**src/rtl/lc3_trace_buffer_if.sv**
```systemverilog
// Control, probe and readout bundle of the LC3 trace buffer.
// The master side drives arm/mode/probes/read index; the slave side
// is the recorder itself.
interface lc3_trace_buffer_if #(
    parameter int unsigned SNAP_W = 192,
    parameter int unsigned DEPTH  = 16
);
    localparam int unsigned IDX_W = $clog2(DEPTH);
    localparam int unsigned CNT_W = IDX_W + 1;

    logic              arm;
    logic [1:0]        mode;
    logic [5:0]        trigger_state;
    logic [5:0]        debugCurrentState;
    logic [5:0]        debugNextState;
    logic [SNAP_W-1:0] snap;
    logic [IDX_W-1:0]  rd_idx;
    logic [SNAP_W-1:0] rd_data;
    logic [CNT_W-1:0]  count;
    logic              capturing;
    logic              triggered;
    logic              wrapped;
    logic              done;

    modport master (
        output arm, mode, trigger_state, debugCurrentState, debugNextState, snap, rd_idx,
        input  rd_data, count, capturing, triggered, wrapped, done
    );

    modport slave (
        input  arm, mode, trigger_state, debugCurrentState, debugNextState, snap, rd_idx,
        output rd_data, count, capturing, triggered, wrapped, done
    );
endinterface

```
**src/rtl/lc3_trace_buffer.sv**
```systemverilog
// Execution-trace recorder for the LC3 core: snapshots one state word per
// FETCH into a circular buffer with wrap, stop-when-full and triggered
// post-capture modes, plus registered random-access readout.
//
// state   | meaning
// --------+--------------------------------------------------------------
// IDLE    | after reset; nothing recorded until arm
// CAPTURE | recording every FETCH; mode 2 watches for the trigger here
// POST    | trigger seen; recording POST_SAMPLES more FETCHes
// DONE    | capture finished; buffer and count frozen until arm/reset
module lc3_trace_buffer #(
    parameter int unsigned SNAP_W       = 192,
    parameter int unsigned DEPTH        = 16,
    parameter logic [5:0]  FETCH_STATE  = 6'd18,
    parameter int unsigned POST_SAMPLES = 4
) (
    input logic               clk,
    input logic               reset_n,
    lc3_trace_buffer_if.slave bus
);
    localparam int unsigned     IDX_W     = $clog2(DEPTH);
    localparam int unsigned     CNT_W     = IDX_W + 1;
    localparam logic [CNT_W-1:0] FULL      = CNT_W'(DEPTH);
    localparam logic [CNT_W-1:0] LAST      = CNT_W'(DEPTH - 1);
    localparam logic [CNT_W-1:0] POST_INIT = CNT_W'(POST_SAMPLES);

    typedef enum logic [1:0] {
        IDLE    = 2'd0,
        CAPTURE = 2'd1,
        POST    = 2'd2,
        DONE    = 2'd3
    } state_t;

    state_t            state_q, state_d;
    logic [1:0]        mode_q;
    logic [IDX_W-1:0]  wr_ptr_q;
    logic [CNT_W-1:0]  count_q;
    logic [CNT_W-1:0]  post_cnt_q, post_cnt_d;
    logic              triggered_q, triggered_d;
    logic              wrapped_q;
    logic [SNAP_W-1:0] mem [DEPTH];
    logic [SNAP_W-1:0] rd_data_q;
    logic              sample;
    logic              trig_hit;
    logic [IDX_W-1:0]  rd_base;
    logic [IDX_W-1:0]  rd_addr;

    assign sample   = ((state_q == CAPTURE) || (state_q == POST)) &&
                      (bus.debugNextState == FETCH_STATE);
    assign trig_hit = (state_q == CAPTURE) && (mode_q == 2'd2) &&
                      (bus.debugCurrentState == bus.trigger_state);

    // Next-state logic; arm overrides every other event in the cycle.
    always_comb begin
        state_d     = state_q;
        post_cnt_d  = post_cnt_q;
        triggered_d = triggered_q;
        if (bus.arm) begin
            state_d     = CAPTURE;
            post_cnt_d  = '0;
            triggered_d = 1'b0;
        end else begin
            case (state_q)
                CAPTURE: begin
                    if (trig_hit) begin
                        state_d     = POST;
                        post_cnt_d  = POST_INIT;
                        triggered_d = 1'b1;
                    end else if ((mode_q == 2'd1) && sample && (count_q == LAST)) begin
                        state_d = DONE;
                    end
                end
                POST: begin
                    if (sample) begin
                        post_cnt_d = post_cnt_q - CNT_W'(1);
                        if (post_cnt_q == CNT_W'(1)) begin
                            state_d = DONE;
                        end
                    end
                end
                default: ;
            endcase
        end
    end

    // FSM register, trigger bookkeeping and mode latch (mode only sampled on arm).
    always_ff @(posedge clk) begin
        if (!reset_n) begin
            state_q     <= IDLE;
            post_cnt_q  <= '0;
            triggered_q <= 1'b0;
            mode_q      <= 2'd0;
        end else begin
            state_q     <= state_d;
            post_cnt_q  <= post_cnt_d;
            triggered_q <= triggered_d;
            if (bus.arm) begin
                mode_q <= bus.mode;
            end
        end
    end

    // Write pointer, saturating fill count and overwrite flag.
    always_ff @(posedge clk) begin
        if (!reset_n) begin
            wr_ptr_q  <= '0;
            count_q   <= '0;
            wrapped_q <= 1'b0;
        end else if (bus.arm) begin
            wr_ptr_q  <= '0;
            count_q   <= '0;
            wrapped_q <= 1'b0;
        end else if (sample) begin
            wr_ptr_q <= wr_ptr_q + IDX_W'(1);
            if (count_q == FULL) begin
                wrapped_q <= 1'b1;
            end else begin
                count_q <= count_q + CNT_W'(1);
            end
        end
    end

    // Snapshot storage; no reset so it maps onto plain RAM.
    always_ff @(posedge clk) begin
        if (reset_n && !bus.arm && sample) begin
            mem[wr_ptr_q] <= bus.snap;
        end
    end

    // Once full, the oldest entry sits at wr_ptr; before that it is slot 0.
    assign rd_base = (count_q == FULL) ? wr_ptr_q : '0;
    assign rd_addr = rd_base + bus.rd_idx;

    // Registered readout; indices beyond the fill level read as zero.
    always_ff @(posedge clk) begin
        if (!reset_n) begin
            rd_data_q <= '0;
        end else if ({1'b0, bus.rd_idx} < count_q) begin
            rd_data_q <= mem[rd_addr];
        end else begin
            rd_data_q <= '0;
        end
    end

    assign bus.rd_data   = rd_data_q;
    assign bus.count     = count_q;
    assign bus.capturing = (state_q == CAPTURE) || (state_q == POST);
    assign bus.triggered = triggered_q;
    assign bus.wrapped   = wrapped_q;
    assign bus.done      = (state_q == DONE);
endmodule
```
**src/flat_wrapper.sv**
```systemverilog
// flat-port wrapper written by rule: the top's interface ports become plain ports
module lc3_trace_buffer_flat 
#(
    parameter int unsigned SNAP_W       = 192,
    parameter int unsigned DEPTH        = 16,
    parameter logic [5:0]  FETCH_STATE  = 6'd18,
    parameter int unsigned POST_SAMPLES = 4
)
  (clk, reset_n, bus_arm, bus_mode, bus_trigger_state, bus_debugCurrentState, bus_debugNextState, bus_snap, bus_rd_idx, bus_rd_data, bus_count, bus_capturing, bus_triggered, bus_wrapped, bus_done);
  lc3_trace_buffer_if #(.SNAP_W(SNAP_W), .DEPTH(DEPTH)) bus_i ();
  input logic clk;
  input logic reset_n;
  input wire logic [$bits(bus_i.arm)-1:0] bus_arm;
  input wire logic [$bits(bus_i.mode)-1:0] bus_mode;
  input wire logic [$bits(bus_i.trigger_state)-1:0] bus_trigger_state;
  input wire logic [$bits(bus_i.debugCurrentState)-1:0] bus_debugCurrentState;
  input wire logic [$bits(bus_i.debugNextState)-1:0] bus_debugNextState;
  input wire logic [$bits(bus_i.snap)-1:0] bus_snap;
  input wire logic [$bits(bus_i.rd_idx)-1:0] bus_rd_idx;
  output wire logic [$bits(bus_i.rd_data)-1:0] bus_rd_data;
  output wire logic [$bits(bus_i.count)-1:0] bus_count;
  output wire logic [$bits(bus_i.capturing)-1:0] bus_capturing;
  output wire logic [$bits(bus_i.triggered)-1:0] bus_triggered;
  output wire logic [$bits(bus_i.wrapped)-1:0] bus_wrapped;
  output wire logic [$bits(bus_i.done)-1:0] bus_done;
  assign bus_i.arm = bus_arm;
  assign bus_i.mode = bus_mode;
  assign bus_i.trigger_state = bus_trigger_state;
  assign bus_i.debugCurrentState = bus_debugCurrentState;
  assign bus_i.debugNextState = bus_debugNextState;
  assign bus_i.snap = bus_snap;
  assign bus_i.rd_idx = bus_rd_idx;
  assign bus_rd_data = bus_i.rd_data;
  assign bus_count = bus_i.count;
  assign bus_capturing = bus_i.capturing;
  assign bus_triggered = bus_i.triggered;
  assign bus_wrapped = bus_i.wrapped;
  assign bus_done = bus_i.done;
  lc3_trace_buffer #(.SNAP_W(SNAP_W), .DEPTH(DEPTH), .FETCH_STATE(FETCH_STATE), .POST_SAMPLES(POST_SAMPLES)) u_core (.clk(clk), .reset_n(reset_n), .bus(bus_i));
endmodule
```
**config.mk**
```make
export PLATFORM = sky130hd
export DESIGN_NAME = lc3_trace_buffer_flat
export DESIGN_NICKNAME = d
export VERILOG_FILES = /design/src/rtl/lc3_trace_buffer_if.sv /design/src/rtl/lc3_trace_buffer.sv /design/src/flat_wrapper.sv
export SDC_FILE = /design/constraint.sdc
export NUM_CORES = 2
export LEC_CHECK = 0
export ABC_CLOCK_PERIOD_IN_PS = 25700
export CAP_MARGIN = 20
export CORE_ASPECT_RATIO = 1.4
export CORE_MARGIN = 4
export CORE_UTILIZATION = 61
export CTS_CLUSTER_DIAMETER = 80
export DETAILED_ROUTE_END_ITERATION = 6
export PLACE_DENSITY_LB_ADDON = 0.2
export RECOVER_POWER = 100
export SKIP_LAST_GASP = 1
export SLEW_MARGIN = 15
export SYNTH_ARGS = -nofsm -noshare
export SYNTH_HDL_FRONTEND = slang
export SYNTH_SLANG_ARGS = --single-unit
```
**constraint.sdc**
```tcl
create_clock -name clk -period 25.7 [get_ports clk]
set_input_delay 5.14 -clock clk [delete_from_list [all_inputs] [get_ports clk]]
set_output_delay 5.14 -clock clk [all_outputs]
set_load 0.01 [all_outputs]
```
== Word-level counts from Yosys, hierarchy flattened ==
Memory sizes are Yosys's and may differ from the RTL's. A register that Yosys moved wholly into a read port is not among the register bits.
Index checks and enable logic that the tools add are counted.
Word-level totals
  RAM bits: 3072
  register bits: 20
  bits in latches: 0
  input port bits: 219
  output and inout port bits: 201
  word-level logic and storage cells: 65
  memory bits (read-only): 0
  memories kept: 1
Cells by class
  reduce and logical (&&, ||, !) cells: 20
  multiply operators: 0
  $lt $le $gt $ge: 1
  equality and inequality tests: 17
  divide/modulo/power cells: 0
  $add $sub $neg: 4
  bitwise gates (word level): 2
  shift operators: 0
  multiplexer cells: 12
Memories
  u_core.mem: depth 16, bits a word 192, rd ports 1, clocked after memory_dff 1, write ports 1, line lc3_trace_buffer.sv:41  | logic [SNAP_W-1:0] mem [DEPTH];
Operators with widths (count)
  $mux W5: 2
  $pmux W5 S2: 1
  $mux W2: 4
  $reduce_and A2 Y1: 4
  $reduce_and A4 Y1: 2
  $logic_and A1 B1 Y1: 7
  $eq A2 B2 Y1 const B: 3
  $eq A6 B5 Y1 const B: 1
  $eq A6 B6 Y1: 1
  $ne A3 B2 Y1 const B: 2
  $add A5 B1 Y5 const B: 1
  $eq A5 B1 Y1 const B: 1
  $eq A5 B4 Y1 const B: 1
  $eq A5 B5 Y1 const B: 1
  $lt A4 B5 Y1: 1
  $sub A5 B1 Y5 const B: 1
  $add A4 B1 Y4 const B: 1
  $add A4 B4 Y4: 1
  $eq A2 B1 Y1 const B: 2
  $mux W4: 1
  $ne A2 B1 Y1 const B: 2
  $ne A4 B3 Y1 const B: 1
  $pmux W2 S2: 1
  $mux W1: 3
  other kinds (9): 11

== Longest topological paths before layout ==
  depth in word-level cells: 9
  mapped depth: 15
  depth with buffers taken out: 11

== Worst setup path before layout ==
OpenSTA, ideal clock, no wires.
  path type: in2reg
  from: input bus_debugNextState[0]
  to: memory u_core.mem[0][0] (enable)
  path slack: 5333 ps
  required time: 24721 ps
  arrival time: 19389 ps
  path buffers: 1
  stages on the path: 5
  path through: or4b_2 nor2_1 buf_2 nand3_1 nor3_1
On the way
  cells in the longest elaborated chain, start to end: 5
Ends and longest elaborated chain
  start: declaration: line flat_wrapper.sv:17  | input wire logic [$bits(bus_i.debugNextState)-1:0] bus_debugNextState;
  $eq A6 B5 Y1: line lc3_trace_buffer.sv:49  | (bus.debugNextState == FETCH_STATE);
  $logic_and A1 B1 Y1: line lc3_trace_buffer.sv:48  | assign sample = ((state_q == CAPTURE) || (state_q == POST)) &&
  $logic_and A1 B1 Y1: line lc3_trace_buffer.sv:125  | if (reset_n && !bus.arm && sample) begin
  $mux W1: line lc3_trace_buffer.sv:125
  $mux W1 (not written as such): line lc3_trace_buffer.sv:126  | mem[wr_ptr_q] <= bus.snap;
  end: declaration: line lc3_trace_buffer.sv:41
Every way passes these cells.

== Worst setup path in the final report ==
  from: input reset_n
  to: memory u_core.mem[15][155] (enable)
On the way
  cells in the longest elaborated chain, start to end: 4
Ends and longest elaborated chain
  start: declaration: line flat_wrapper.sv:12  | input logic reset_n;
  $logic_and A1 B1 Y1 (2 in a row): line lc3_trace_buffer.sv:125
  $mux W1: line lc3_trace_buffer.sv:125
  $mux W1 (not written as such): line lc3_trace_buffer.sv:126
Every way passes these cells.

==> results.md <==
Routing:
- The aggregate routed wire length is 322000 µm.
- In the final routed layout, each cell accounts on average for 33.6 µm.
- The detailed-route via count is 65257.
- The detailed-route DRC error count is 0.
- The iteration-0 DRC count of the detailed router is 7909.
- The remaining number of nets flagged by the antenna check after routing is 0.
- The post-detailed-route via-to-cell ratio is around 6.8.
- The number of detailed-route iterations in the first pass is 6.

Floorplan:
- The placement row count is 197.
- The full die area is 215000 µm².
- The area inside the core boundary is 206000 µm².
- For this design the top-level I/O count stands at 420.
- Measured along the x axis, the die boundary spans just under 400 µm.
- The initial utilization of the core area, before any placement, comes to 0.614.
- The die boundary height is ~550 µm.

Place:
- The half-perimeter wire length after detailed placement is about 150000 µm.
- The congestion estimate from routability-driven global placement came to 0.752.
- Summing all placed instances gives a cell area of around 130000 µm².
- The number of I/O port buffers is 419.
- Once placement completed, the tool counted placed cells totaling 8989.

Final layout:
- The finished cells cover 143000 µm².
- The area growth from synthesis to layout is 12.6%.
- The count of cells in the finished layout, fillers not included, comes to 9581.
- The fraction of final layout cells sized beyond drive strength 1 is 0.194.
- Across the whole layout, storage elements account for 96500 µm².
- The final layout contains approximately 7000 nets.
- The multi-input combinational cells in the finished layout cover a total of 27200 µm².
- After filler insertion, the fill cell instance count of the layout stands at 12856.

STA:
- Setup repair after global routing left no endpoint under its margin.
- For the final database, setup skew stands at 0.0276 ns.
- The number of max-slew violations in the final report is 2305.
- The hold slack is 0.489 ns.
- The post-route minimum period is between 15 and 20 ns.
- The setup TNS after final layout is 0 ns.
- At the pin with the least slew margin, the transition time is 4.98 ns.
- Timing would allow up to 0.0552 GHz.
- The final-report setup violation count is 0.
- The final count of hold timing violations is 0.
- In the finished design, the share of the clock period the worst path needs comes to 0.704.
- Headroom to the max-slew limit came out at -2.32.

Clock tree:
- Clock-pin slew was measured on the worst setup and hold paths at about 0.06 ns.
- The total CTS buffers is 304.
- The longest clock path from root to sink contains 4 buffers.
- The insertion delay of the later-clocked pin in the worst-skew pair is 0.84 ns.
- The clock root buffer is sky130_fd_sc_hd__clkbuf_16.
- The number of cells upsized or downsized after cts is 0.
- The number of buffers inserted by post-CTS setup repair is 0.
- CTS built an H-tree with a depth of 5.
- TritonCTS built the clock tree.
- The CTS sink count is roughly 3300.
- The number of hold buffers added after CTS was 0.

GRT:
- The first-pass GRT wire length is 465000 µm.
- The final global-route overflow total is 0.
- For this run, global-route usage on met1 was measured as 0.427.
- Across every metal layer, demand over resource in global routing totals 0.300.
- For this run, global-route usage on met2 was measured as 0.478.
- For met3 alone, demand over resource in global routing was 0.0714.
- The number of antenna violations at the first check in global routing is 100.
- The number of global-route vias before repair is between 60000 and 70000.
- Entering global routing, the biggest net connects around 150 pins.
- The layer flagged by global routing as most heavily used is met2.

Power and ir drop:
- In this run the static leakage power is 46.3 nW.
- IR analysis of the VDD net gives a maximum drop of 0.0703 mV.
- Dividing total power by cell area gives a power density of around 76 nW/µm².
- The completed layout was analyzed and its total power is 0.0109 W.

Worst setup path:
- The count of buffering cells on the critical path with inverters included is 5.
- The endpoint class of the critical path is a flop.
- STA classifies the critical path startpoint as a primary input.
- The worst setup path is of the in -> reg kind.
- The largest driver fanout on the critical path is between 50 and 60.
- The delay of the slowest cell on the worst path is between 2 and 3 ns.
- For the worst setup path, the data required time is between 20 and 30 ns.
- The library cell contributing the largest single delay on the critical path is sky130_fd_sc_hd__clkinvlp_2.
- On the critical path the largest part of the delay comes from buffers and inverters.
- The signal on the critical path passes through dlygate4sd3_1 > clkinvlp_2 > nor2_1 > nand3_1 > nor2_4 > clkbuf_1 > clkbuf_1 > clkbuf_1.
- Counting stages on the worst path, the most repeated cell is sky130_fd_sc_hd__clkbuf_1.
- Data on the critical path arrives at its endpoint at 18.44 ns.

Job:
- The tool flagged a number of max-cap violations equal to between 50 and 60.

Synth:
- The area fraction of the dominant cell type after synthesis is 0.729.
- The register bit count reported by yosys is 3284.
- The distinct cell type count of the synthesized netlist is 55.
- The synthesis warning total is 0.
- The most used flip-flop cell after synthesis is sky130_fd_sc_hd__edfxtp_1.
- In this run the cell area of the synthesized design comes to 127000 µm².
- When the netlist entered floorplanning its net count stood at 6427.
- Counting flops with an async set or reset pin after synthesis yields a share of 0.
- The share of the yosys chip area belonging to registers is 0.762.
- The instance count of the mapped netlist is just over 6000.
- The number of flops mapped to enable cells by yosys is 3072.
- The dominant cell type by area after synthesis is sky130_fd_sc_hd__edfxtp_1.
- By area the synthesized netlist is led by sky130_fd_sc_hd__edfxtp_1, sky130_fd_sc_hd__mux4_2, sky130_fd_sc_hd__dfxtp_1, sky130_fd_sc_hd__mux2i_1, sky130_fd_sc_hd__a221oi_2.
- A synthesized cell averages 20.5 µm².

Status:
- The flow ran to the end, but the final reports show violations.
- The final reports fail on capacitance limit, slew limit.

Hold path:
- The path class of the tightest hold or removal check is reg -> reg.
==> worst paths after layout <==
check | cells past startpoint | end | start | slack (ns)
max | 8 | u_core.mem[15][155] | reset_n | 7.60
min | 2 | u_core.bus.triggered | u_core.bus.triggered | 0.49
max reg2reg | 14 | u_core.bus.rd_data[139] | u_core.bus.count[0] | 11.88
min reg2reg | 2 | u_core.bus.triggered | u_core.bus.triggered | 0.49
==> cell type report <==
type                    instances  area share
flip-flops and latches       3284       0.677
multi-input cells            2460       0.191
clock buffers                 421      0.0607
repair buffers                548      0.0375
well taps                    2686      0.0236
clock inverters               128     0.00919
diodes                         40    0.000702
inverters                      14    0.000430
==> cell usage after synthesis (2+ instances only) <==
master / number
sky130_fd_sc_hd__clkbuf_8: 2
sky130_fd_sc_hd__mux2i_1: 387
sky130_fd_sc_hd__nor2b_1: 2
sky130_fd_sc_hd__buf_1: 42
sky130_fd_sc_hd__nor3_1: 10
sky130_fd_sc_hd__clkbuf_1: 222
sky130_fd_sc_hd__o21ai_0: 2
sky130_fd_sc_hd__xnor2_1: 11
sky130_fd_sc_hd__dfxtp_1: 212
sky130_fd_sc_hd__or3_1: 3
sky130_fd_sc_hd__nand2_1: 588
sky130_fd_sc_hd__o221ai_1: 12
sky130_fd_sc_hd__nor2_1: 32
sky130_fd_sc_hd__nand4_1: 5
sky130_fd_sc_hd__and3_1: 2
sky130_fd_sc_hd__nor4_1: 2
sky130_fd_sc_hd__a22oi_1: 192
sky130_fd_sc_hd__o221ai_2: 180
sky130_fd_sc_hd__a21oi_1: 8
sky130_fd_sc_hd__and2_1: 3
sky130_fd_sc_hd__o21ai_1: 2
sky130_fd_sc_hd__edfxtp_1: 3072
sky130_fd_sc_hd__xor2_1: 3
sky130_fd_sc_hd__a21o_1: 3
sky130_fd_sc_hd__buf_6: 18
sky130_fd_sc_hd__o22ai_1: 3
sky130_fd_sc_hd__a221oi_1: 12
sky130_fd_sc_hd__inv_1: 13
sky130_fd_sc_hd__mux4_2: 576
sky130_fd_sc_hd__ha_1: 18
sky130_fd_sc_hd__o32ai_1: 2
sky130_fd_sc_hd__a221oi_2: 180
sky130_fd_sc_hd__buf_4: 2
sky130_fd_sc_hd__nand2b_1: 3
sky130_fd_sc_hd__nand3_1: 201
sky130_fd_sc_hd__buf_2: 145
==> placed cells by master, fill, tap and decap left out, types with 24 or more instances in the layout <==
| cell type | count |
|---|---|
| sky130_fd_sc_hd__a221oi_1 | 161 |
| sky130_fd_sc_hd__a221oi_2 | 31 |
| sky130_fd_sc_hd__a22oi_1 | 192 |
| sky130_fd_sc_hd__buf_12 | 25 |
| sky130_fd_sc_hd__buf_4 | 50 |
| sky130_fd_sc_hd__bufinv_16 | 25 |
| sky130_fd_sc_hd__clkbuf_1 | 124 |
| sky130_fd_sc_hd__clkbuf_16 | 318 |
| sky130_fd_sc_hd__clkbuf_8 | 30 |
| sky130_fd_sc_hd__clkinv_1 | 28 |
| sky130_fd_sc_hd__clkinv_2 | 52 |
| sky130_fd_sc_hd__dfxtp_1 | 212 |
| sky130_fd_sc_hd__diode_2 | 40 |
| sky130_fd_sc_hd__dlygate4sd3_1 | 397 |
| sky130_fd_sc_hd__edfxtp_1 | 3072 |
| sky130_fd_sc_hd__mux2i_1 | 387 |
| sky130_fd_sc_hd__mux4_2 | 576 |
| sky130_fd_sc_hd__nand2_1 | 588 |
| sky130_fd_sc_hd__nand3_1 | 200 |
| sky130_fd_sc_hd__nor2_1 | 24 |
| sky130_fd_sc_hd__o221ai_2 | 173 |
==> worst reg2reg max path: stages (launching register included) <==
cell	delay [ns]
sky130_fd_sc_hd__dfxtp_1	0.41
sky130_fd_sc_hd__inv_1	0.10
sky130_fd_sc_hd__ha_1	0.22
sky130_fd_sc_hd__nand4bb_1	0.29
sky130_fd_sc_hd__nor2_1	0.10
sky130_fd_sc_hd__ha_1	0.23
sky130_fd_sc_hd__fa_1	2.43
sky130_fd_sc_hd__clkbuf_1	2.37
sky130_fd_sc_hd__clkbuf_1	3.15
sky130_fd_sc_hd__clkbuf_1	2.92
sky130_fd_sc_hd__mux4_2	0.77
sky130_fd_sc_hd__nand2_1	0.08
sky130_fd_sc_hd__nand2_1	0.11
sky130_fd_sc_hd__nand3_1	0.08
sky130_fd_sc_hd__a221oi_1	0.41
==> power by group <==
part           leakage, nW  switching [W]  internal (W)
Sequential            29.3      0.0000121       0.00585
Clock                 4.87        0.00191       0.00261
Combinational         12.1       0.000301      0.000205
==> through the flow <==
stage / utilization / worst slack (ns)
floorplan: - / 5.33
global placement: 0.649 / 14.21
detailed placement: 0.649 / 14.10
CTS: 0.697 / 14.98
global route: 0.691 / 7.52
finish: 0.692 / 7.60
==> flip-flops by register name (all words and copies together) (netlist names) <==
name	cells
u_core.bus.count	5
u_core.bus.rd_data	192
u_core.bus.wrapped	1
u_core.state_q	2
u_core.mem	3072
u_core.post_cnt_q	5
u_core.mode_q	2
u_core.wr_ptr_q	4
u_core.bus.triggered	1
==> logic make-up after synthesis <==
kind of cell               synth area share
AOI/OAI and AO/OA                    0.0572
DFF                                   0.762
muxes                                 0.133
xor gates and xnor gates           0.000969
and+or+nand+nor                      0.0285
adders and majority gates           0.00194
buffers and inverters                0.0159
==> per-layer routing <==
layer,up-vias,wire length [µm],share of wire
li1,26507,-,-
met1,34236,122000,0.38
met2,3811,156000,0.48
met3,649,35300,0.11
met4,54,8070,0.025
met5,-,337,0.0010
Power figures use the tool's default switching activity.
